### src/rtl/mvm_sched_pkg.sv
// Shared definitions for the matrix-vector multiply scheduler:
// FSM state encoding and command opcodes.
package mvm_sched_pkg;

    localparam logic [1:0] OP_LOAD_A = 2'd0;
    localparam logic [1:0] OP_LOAD_X = 2'd1;
    localparam logic [1:0] OP_RUN    = 2'd2;

    typedef enum logic [2:0] {
        ST_IDLE    = 3'd0,
        ST_LOAD_A  = 3'd1,
        ST_LOAD_X  = 3'd2,
        ST_MAC     = 3'd3,
        ST_DRAIN   = 3'd4,
        ST_WRITE_Y = 3'd5,
        ST_WAIT_Y  = 3'd6,
        ST_OUT     = 3'd7
    } state_t;

endpackage

### src/rtl/mvm_sched.sv
// Control scheduler for a K-lane matrix-vector multiplier: sequences matrix and
// vector loads, the MAC sweep with pipeline drain, result write-back and readout.
module mvm_sched
    import mvm_sched_pkg::*;
#(
    parameter int K       = 8,
    parameter int LOG_K   = 3,
    parameter int MAC_LAT = 3
) (
    input  logic             clk,
    input  logic             reset,
    input  logic             cmd_valid,
    input  logic [1:0]       cmd_op,
    output logic             cmd_ready,
    input  logic             din_valid,
    output logic             din_ready,
    output logic [K-1:0]     wr_en_a,
    output logic [LOG_K-1:0] addr_a,
    output logic [LOG_K-1:0] addr_x,
    output logic             wr_en_x,
    output logic             clear_acc,
    output logic             wr_en_y,
    output logic [LOG_K-1:0] sel_y,
    output logic             out_valid,
    input  logic             out_ready,
    output logic             out_last,
    output logic             done,
    output logic             err,
    output logic [2:0]       dbg_state
);

    localparam int CW = 2 * LOG_K;
    localparam logic [CW-1:0] C_KK_LAST    = CW'(K * K - 1);
    localparam logic [CW-1:0] C_K_LAST     = CW'(K - 1);
    localparam logic [CW-1:0] C_DRAIN_LAST = CW'(K + MAC_LAT - 2);

    state_t        r_state;
    logic [CW-1:0] r_cnt;
    logic          r_a_loaded;
    logic          r_x_loaded;
    logic          r_done;
    logic          r_err;

    // Handshakes: a beat transfers on a rising edge where valid and ready are both high.
    always_ff @(posedge clk) begin
        if (reset) begin
            r_state    <= ST_IDLE;
            r_cnt      <= '0;
            r_a_loaded <= 1'b0;
            r_x_loaded <= 1'b0;
            r_done     <= 1'b0;
            r_err      <= 1'b0;
        end else begin
            r_done <= 1'b0;
            r_err  <= 1'b0;
            case (r_state)
                ST_IDLE: begin
                    if (cmd_valid) begin
                        r_cnt <= '0;
                        case (cmd_op)
                            OP_LOAD_A: begin
                                r_state    <= ST_LOAD_A;
                                r_a_loaded <= 1'b0;
                            end
                            OP_LOAD_X: begin
                                r_state    <= ST_LOAD_X;
                                r_x_loaded <= 1'b0;
                            end
                            OP_RUN: begin
                                if (r_a_loaded && r_x_loaded) r_state <= ST_MAC;
                                else                          r_err   <= 1'b1;
                            end
                            default: r_err <= 1'b1;
                        endcase
                    end
                end
                ST_LOAD_A: begin
                    if (din_valid) begin
                        if (r_cnt == C_KK_LAST) begin
                            r_state    <= ST_IDLE;
                            r_a_loaded <= 1'b1;
                        end else begin
                            r_cnt <= r_cnt + 1'b1;
                        end
                    end
                end
                ST_LOAD_X: begin
                    if (din_valid) begin
                        if (r_cnt == C_K_LAST) begin
                            r_state    <= ST_IDLE;
                            r_x_loaded <= 1'b1;
                        end else begin
                            r_cnt <= r_cnt + 1'b1;
                        end
                    end
                end
                // The counter keeps running through DRAIN so WRITE_Y lands at K+MAC_LAT-1.
                ST_MAC: begin
                    if (r_cnt == C_K_LAST) r_state <= (MAC_LAT > 1) ? ST_DRAIN : ST_WRITE_Y;
                    r_cnt <= r_cnt + 1'b1;
                end
                ST_DRAIN: begin
                    if (r_cnt == C_DRAIN_LAST) r_state <= ST_WRITE_Y;
                    r_cnt <= r_cnt + 1'b1;
                end
                ST_WRITE_Y: r_state <= ST_WAIT_Y;
                ST_WAIT_Y: begin
                    r_state <= ST_OUT;
                    r_cnt   <= '0;
                end
                ST_OUT: begin
                    if (out_ready) begin
                        if (r_cnt == C_K_LAST) begin
                            r_state <= ST_IDLE;
                            r_done  <= 1'b1;
                        end else begin
                            r_cnt <= r_cnt + 1'b1;
                        end
                    end
                end
                default: r_state <= ST_IDLE;
            endcase
        end
    end

    always_comb begin
        cmd_ready = 1'b0;
        din_ready = 1'b0;
        wr_en_a   = '0;
        addr_a    = '0;
        addr_x    = '0;
        wr_en_x   = 1'b0;
        clear_acc = 1'b0;
        wr_en_y   = 1'b0;
        sel_y     = '0;
        out_valid = 1'b0;
        out_last  = 1'b0;
        case (r_state)
            ST_IDLE: cmd_ready = 1'b1;
            ST_LOAD_A: begin
                din_ready = 1'b1;
                addr_a    = r_cnt[LOG_K-1:0];
                if (din_valid) wr_en_a[r_cnt[CW-1:LOG_K]] = 1'b1;
            end
            ST_LOAD_X: begin
                din_ready = 1'b1;
                addr_x    = r_cnt[LOG_K-1:0];
                wr_en_x   = din_valid;
            end
            ST_MAC: begin
                addr_a    = r_cnt[LOG_K-1:0];
                addr_x    = r_cnt[LOG_K-1:0];
                clear_acc = (r_cnt == '0);
            end
            // Holding the last address keeps the in-flight pipeline inputs stable.
            ST_DRAIN: begin
                addr_a = LOG_K'(K - 1);
                addr_x = LOG_K'(K - 1);
            end
            ST_WRITE_Y: wr_en_y = 1'b1;
            ST_OUT: begin
                out_valid = 1'b1;
                sel_y     = r_cnt[LOG_K-1:0];
                out_last  = (r_cnt == C_K_LAST);
            end
            default: ;
        endcase
    end

    assign done      = r_done;
    assign err       = r_err;
    assign dbg_state = r_state;

endmodule

### config.mk
export PLATFORM = sky130hd
export DESIGN_NAME = mvm_sched
export DESIGN_NICKNAME = d
export VERILOG_FILES = /design/src/rtl/mvm_sched_pkg.sv /design/src/rtl/mvm_sched.sv
export SDC_FILE = /design/constraint.sdc
export NUM_CORES = 1
export LEC_CHECK = 0
export ABC_AREA = 1
export CELL_PAD_IN_SITES_DETAIL_PLACEMENT = 1
export CELL_PAD_IN_SITES_GLOBAL_PLACEMENT = 1
export CORE_AREA = 2 2 63 65
export CTS_CLUSTER_SIZE = 28
export DETAILED_ROUTE_END_ITERATION = 16
export DIE_AREA = 0 0 65 67
export PLACE_DENSITY_LB_ADDON = 0.1
export SETUP_SLACK_MARGIN = 0.4
export SYNTH_ARGS = -nofsm -noshare
export SYNTH_HDL_FRONTEND = slang
export SYNTH_SLANG_ARGS = --single-unit
### constraint.sdc
create_clock -name clk -period 2.4 [get_ports clk]
set_input_delay 0.72 -clock clk [delete_from_list [all_inputs] [get_ports clk]]
set_output_delay 0.72 -clock clk [all_outputs]
set_load 0.01 [all_outputs]
* Word level (Yosys, flattened, before mapping)
Cells that the tools add are included.
** Storage, ports and cells
- Bits in registers :: 13
- Input bits :: 7
- Output and inout port bits :: 29
- Word-level logic and storage cells :: 102
** Operators by class
- Add/subtract/negate cells :: 1
- Magnitude comparators :: 2
- Equality and inequality tests :: 25
- Mux-type cells :: 45
- Bitwise operators :: 4
- Reduce and logical (&&, ||, !) cells :: 19
** Operators with widths (count)
- 6-bit 2-to-1 mux :: 6
- 6-bit case mux with 6 select lines :: 1
- 3-bit 2-to-1 mux :: 10
- 3-bit case mux with 8 select lines :: 1
- 1-bit 2-to-1 mux :: 18
- 2-bit inequality test, second input constant :: 9
- 8-bit 2-to-1 mux :: 2
- 3-bit == test, second input constant :: 4
- 3-bit case mux with 2 select lines :: 2
- 5-bit AND reduction :: 2
- 2-bit OR reduction :: 5
- 3-bit case mux with 3 select lines :: 1
- 9-bit AND reduction :: 1
- 6-bit by 1-bit adder with 6-bit output, second input constant :: 1
- 3-bit by 2-bit == test with 1-bit output, second input constant :: 2
- 6-bit by 3-bit == test with 1-bit output, second input constant :: 1
- 6-bit by 4-bit == test with 1-bit output, second input constant :: 1
- 6-bit == test, second input constant :: 1
- 6-bit zero test :: 1
- 1-bit case mux with 2 select lines :: 3
- 6-bit AND reduction :: 1
- 6-bit nonzero test :: 1
- 3-bit OR reduction :: 2
- 3-bit by 4-bit less-than comparator with 1-bit output, second input constant :: 1
- 13 further kinds :: 19

* Longest topological paths before layout
- Depth after elaboration :: 6
- Depth in mapped cells :: 11
- Mapped depth without buffers :: 11

* Worst setup path before layout
OpenSTA, ideal clock, no wires.
- Path kind :: register -> output
- From :: register r_state[0] (netlist: dbg_state[0])
- To :: output port wr_en_a[0]
- Arrival time :: 1.181 ns
- Data required time :: 1.680 ns
- Setup slack :: 0.499 ns
- Stages on the path, launching flop included :: 5
- Buffers on the path :: 0
- Cells stage by stage :: dfxtp_1 > nand2_2 > nor2_8 > nand3_1 > nor2_1
** On the way
- Word-level cells in the longest chain between the ends :: 2
** Ends and longest elaborated chain
- start, declared :: RTL line mvm_sched.sv:37 : state_t r_state;
- start signal, assigned :: RTL line mvm_sched.sv:99 : if (r_cnt == C_K_LAST) r_state <= (MAC_LAT > 1) ? ST_DRAIN : ST_WRITE_Y;
- 3-bit by 1-bit == test with 1-bit output :: RTL line mvm_sched.sv:138 : case (r_state)
- 8-bit 2-to-1 mux :: RTL line mvm_sched.sv:138
- end, declared :: RTL line mvm_sched.sv:17 : output logic [K-1:0] wr_en_a,
No other way between the ends.

* Worst setup path after layout
- From :: register r_state[0] (netlist: dbg_state[0])
- To :: output port dbg_state[0]
** RTL lines
- end, declared :: RTL line mvm_sched.sv:29 : output logic [2:0] dbg_state
No word-level cell between the ends.

==> impl_metrics.json <==
{
  "p_total_mw": 1.55,
  "hp-class": "flop to flop",
  "ys_seq_area_frac": 0.211,
  "r2r_end": "dbg_state[2]",
  "dr.first_iter.drc_count": 41,
  "antenna_found_initial": 0,
  "nets": 276,
  "synth_area_leader_cell": "dfxtp_1",
  "avgSynthCellArea_sq_um": 6.34,
  "dr_wl_met2_microns": 2560,
  "postPlaceCellArea_sq_mm": 0.00174,
  "initial_core_util": 0.343,
  "synth-seq-cells": 13,
  "place_congestion": 0.791,
  "clockRootBuffer": "clkbuf_8",
  "core-area_sq_mm": 0.00361,
  "worstSetupStartpoint": "dbg_state[0]",
  "maxSlewHeadroom": 0.776,
  "hold_viol_final": 0,
  "synth_area_sq_mm": 0.00124,
  "grt_overflow": 0,
  "cp_slowest_cell": "clkdlybuf4s50_1",
  "critPathMaxFanout": 5,
  "numCtsBuffers": 3,
  "ir_drop_v": 0.000505,
  "cts_hold_buf": 0,
  "leakagePower_nw": 0.986,
  "synth_ff_type": "dfxtp_1",
  "vias": 1552,
  "die_y_microns": 67,
  "syn-num-nets": 209,
  "drc": 0,
  "post-route-util": 0.540,
  "rsz0062_at_grt": "true",
  "fmax_mhz": 484,
  "drv_slew": 0,
  "path_delay_family": "buffers and inverters",
  "fin_area_sq_mm": 0.00195,
  "fin_crit_ns": 2.07,
  "fp.dieArea_sq_mm": 0.00436,
  "fp-row-count": 22,
  "cellPowerDensity_mw_per_mm2": 798,
  "grt_max_degree": 10,
  "worst_slew_pin_slew_ns": 0.335,
  "skew_ns": 0.00921,
  "h-tree-depth": 1,
  "min_from": "r_x_loaded",
  "cts_tree": "built",
  "clk_path_buf_depth": 2,
  "cp.required_ns": 1.68,
  "reg2reg_slack_ns": 0.61,
  "path_clk_slew_ns": 0.07,
  "clkLatencyLatePin_ns": 0.25,
  "wl_met1_microns": 1960,
  "dp_hpwl_microns": 3360,
  "drtPass1Iterations": 4,
  "postRouteAntennaNets": 0,
  "wl_per_cell_microns": 15.6,
  "drive_above_1_share": 0.410,
  "ios": 36,
  "syn2layout_area_growth_pct": 57.4,
  "synth.most_common_cell": "nand2_1",
  "die_width_microns": 65,
  "routed_via_density": 5.02,
  "grt_first_pass_wirelength_microns": 6930,
  "routed.top_layer": "met4",
  "critical_path_class": "flop to primary output",
  "yosysUniqueCellTypes": 26,
  "yosysWarnings": 0,
  "synth_top_area_share": 0.211,
  "postSynthCellCount": 195,
  "synth_area_leaders": "dfxtp_1, nand2_1, nor2_1, nand3_1, inv_1",
  "synth_edf_count": 0,
  "fill_cells": 495,
  "cp-endpoint": "dbg_state[0]",
  "arrival_ns": 1.35,
  "wl_met3_microns": 191,
  "cap_violations": 0,
  "grt_usage": 0.209,
  "outcome": "finished clean",
  "fin_crit_sh": 0.861,
  "clock_sinks": 13,
  "grt_pass1_vias": 1514,
  "io_buffer_count": 35,
  "synthTopCellsByCount": "nand2_1, nor2_1, inv_1, nand3_1, dfxtp_1",
  "final-setup-viol-count": 0,
  "antennaDiodeCount": 0,
  "max_stage_delay_ns": 0.53,
  "cp.depth": 2,
  "crit_chain": "buf_4 > clkdlybuf4s50_1",
  "finalWirelength_microns": 4810,
  "reg2reg_depth": 10,
  "r2r-start": "dbg_state[0]",
  "end_kind": "primary output",
  "crit_buf_inv": 2,
  "cp-start-kind": "flop",
  "async_flop_share": 0
}
layout make-up:
| type | instances | area [sq um] | area share |
|---|---|---|---|
| clock buffer | 4 | 45.0 | 0.0232 |
| inverter | 29 | 116 | 0.0598 |
| multi-input combinational | 150 | 965 | 0.496 |
| sequential | 13 | 274 | 0.141 |
| tap | 48 | 60.1 | 0.0309 |
| timing repair buffer | 65 | 485 | 0.250 |
sequential cells by signal, indices dropped and copies added, names as in the netlist:
| name | cells |
|---|---|
| done | 1 |
| r_x_loaded | 1 |
| dbg_state | 3 |
| err | 1 |
| r_cnt | 6 |
| r_a_loaded | 1 |
what timing repair did:
item                                   4_1_cts  5_1_grt
gates resized for setup                     64       80
setup endpoints to repair                   28       24
endpoints found under the hold margin        0        0
buffers inserted                             2       11
pin swaps                                    5       10
cell usage in the layout, fill, tap and decap left out, types with 7 or more instances in the layout:
master            n
nor2_1           22
buf_2            16
a21oi_1           8
nand3_1          19
inv_1            19
dfxtp_1           8
inv_2             7
nor2_2            7
buf_4            26
nand2_2           8
clkdlybuf4s50_1   7
nand2_1          41
tightest hold or removal path: stages, from the launching register on:
cell and delay, ns:
dfxtp_1 0.32, inv_1 0.06, a21oi_1 0.06
worst min-delay path by stage:
| stage | end | slack, ns | cells past startpoint |
|---|---|---|---|
| global placement | r_x_loaded | 0.45 | 2 |
| detailed placement | r_x_loaded | 0.45 | 2 |
| floorplan | r_x_loaded | 0.43 | 2 |
| CTS | r_x_loaded | 0.46 | 2 |
| global route | r_x_loaded | 0.49 | 2 |
| finish | r_x_loaded | 0.48 | 2 |
per-layer routing:
metal / up-vias / GRT usage
li1: 751 / -
met1: 750 / 0.232
met2: 41 / 0.401
met3: 10 / 0.0338
met4: 0 / 0.0665
met5: - / 0
cell families (layout without fill, tap and decap cells):
family | after synthesis | in the layout | share of synthesized area
buf+inv | 32 | 98 | 0.117
xor+xnor | 2 | 2 | 0.0142
fa+ha+maj | 7 | 7 | 0.0708
flops | 13 | 13 | 0.211
simple gates | 122 | 122 | 0.509
compound gates | 19 | 19 | 0.0779
where the power goes:
group / total (mW) / internal, mW / switching, mW
clock: 0.209 / 0.118 / 0.0909
combinational: 1.03 / 0.436 / 0.598
sequential: 0.311 / 0.259 / 0.0525
through the flow:
stage | hold WS, ns | TNS [ns] | std cells | worst slack, ns
6_report | 0.481 | 0 | 309 | 0.335
3_3_place_gp | 0.448 | -2.85 | 292 | -0.335
2_1_floorplan | 0.428 | 0 | 195 | 0.499
4_1_cts | 0.461 | 0 | 298 | 0.230
3_5_place_dp | 0.450 | -3.24 | 292 | -0.394
5_1_grt | 0.495 | 0 | 309 | 0.301
Power figures use the tool's default switching activity.
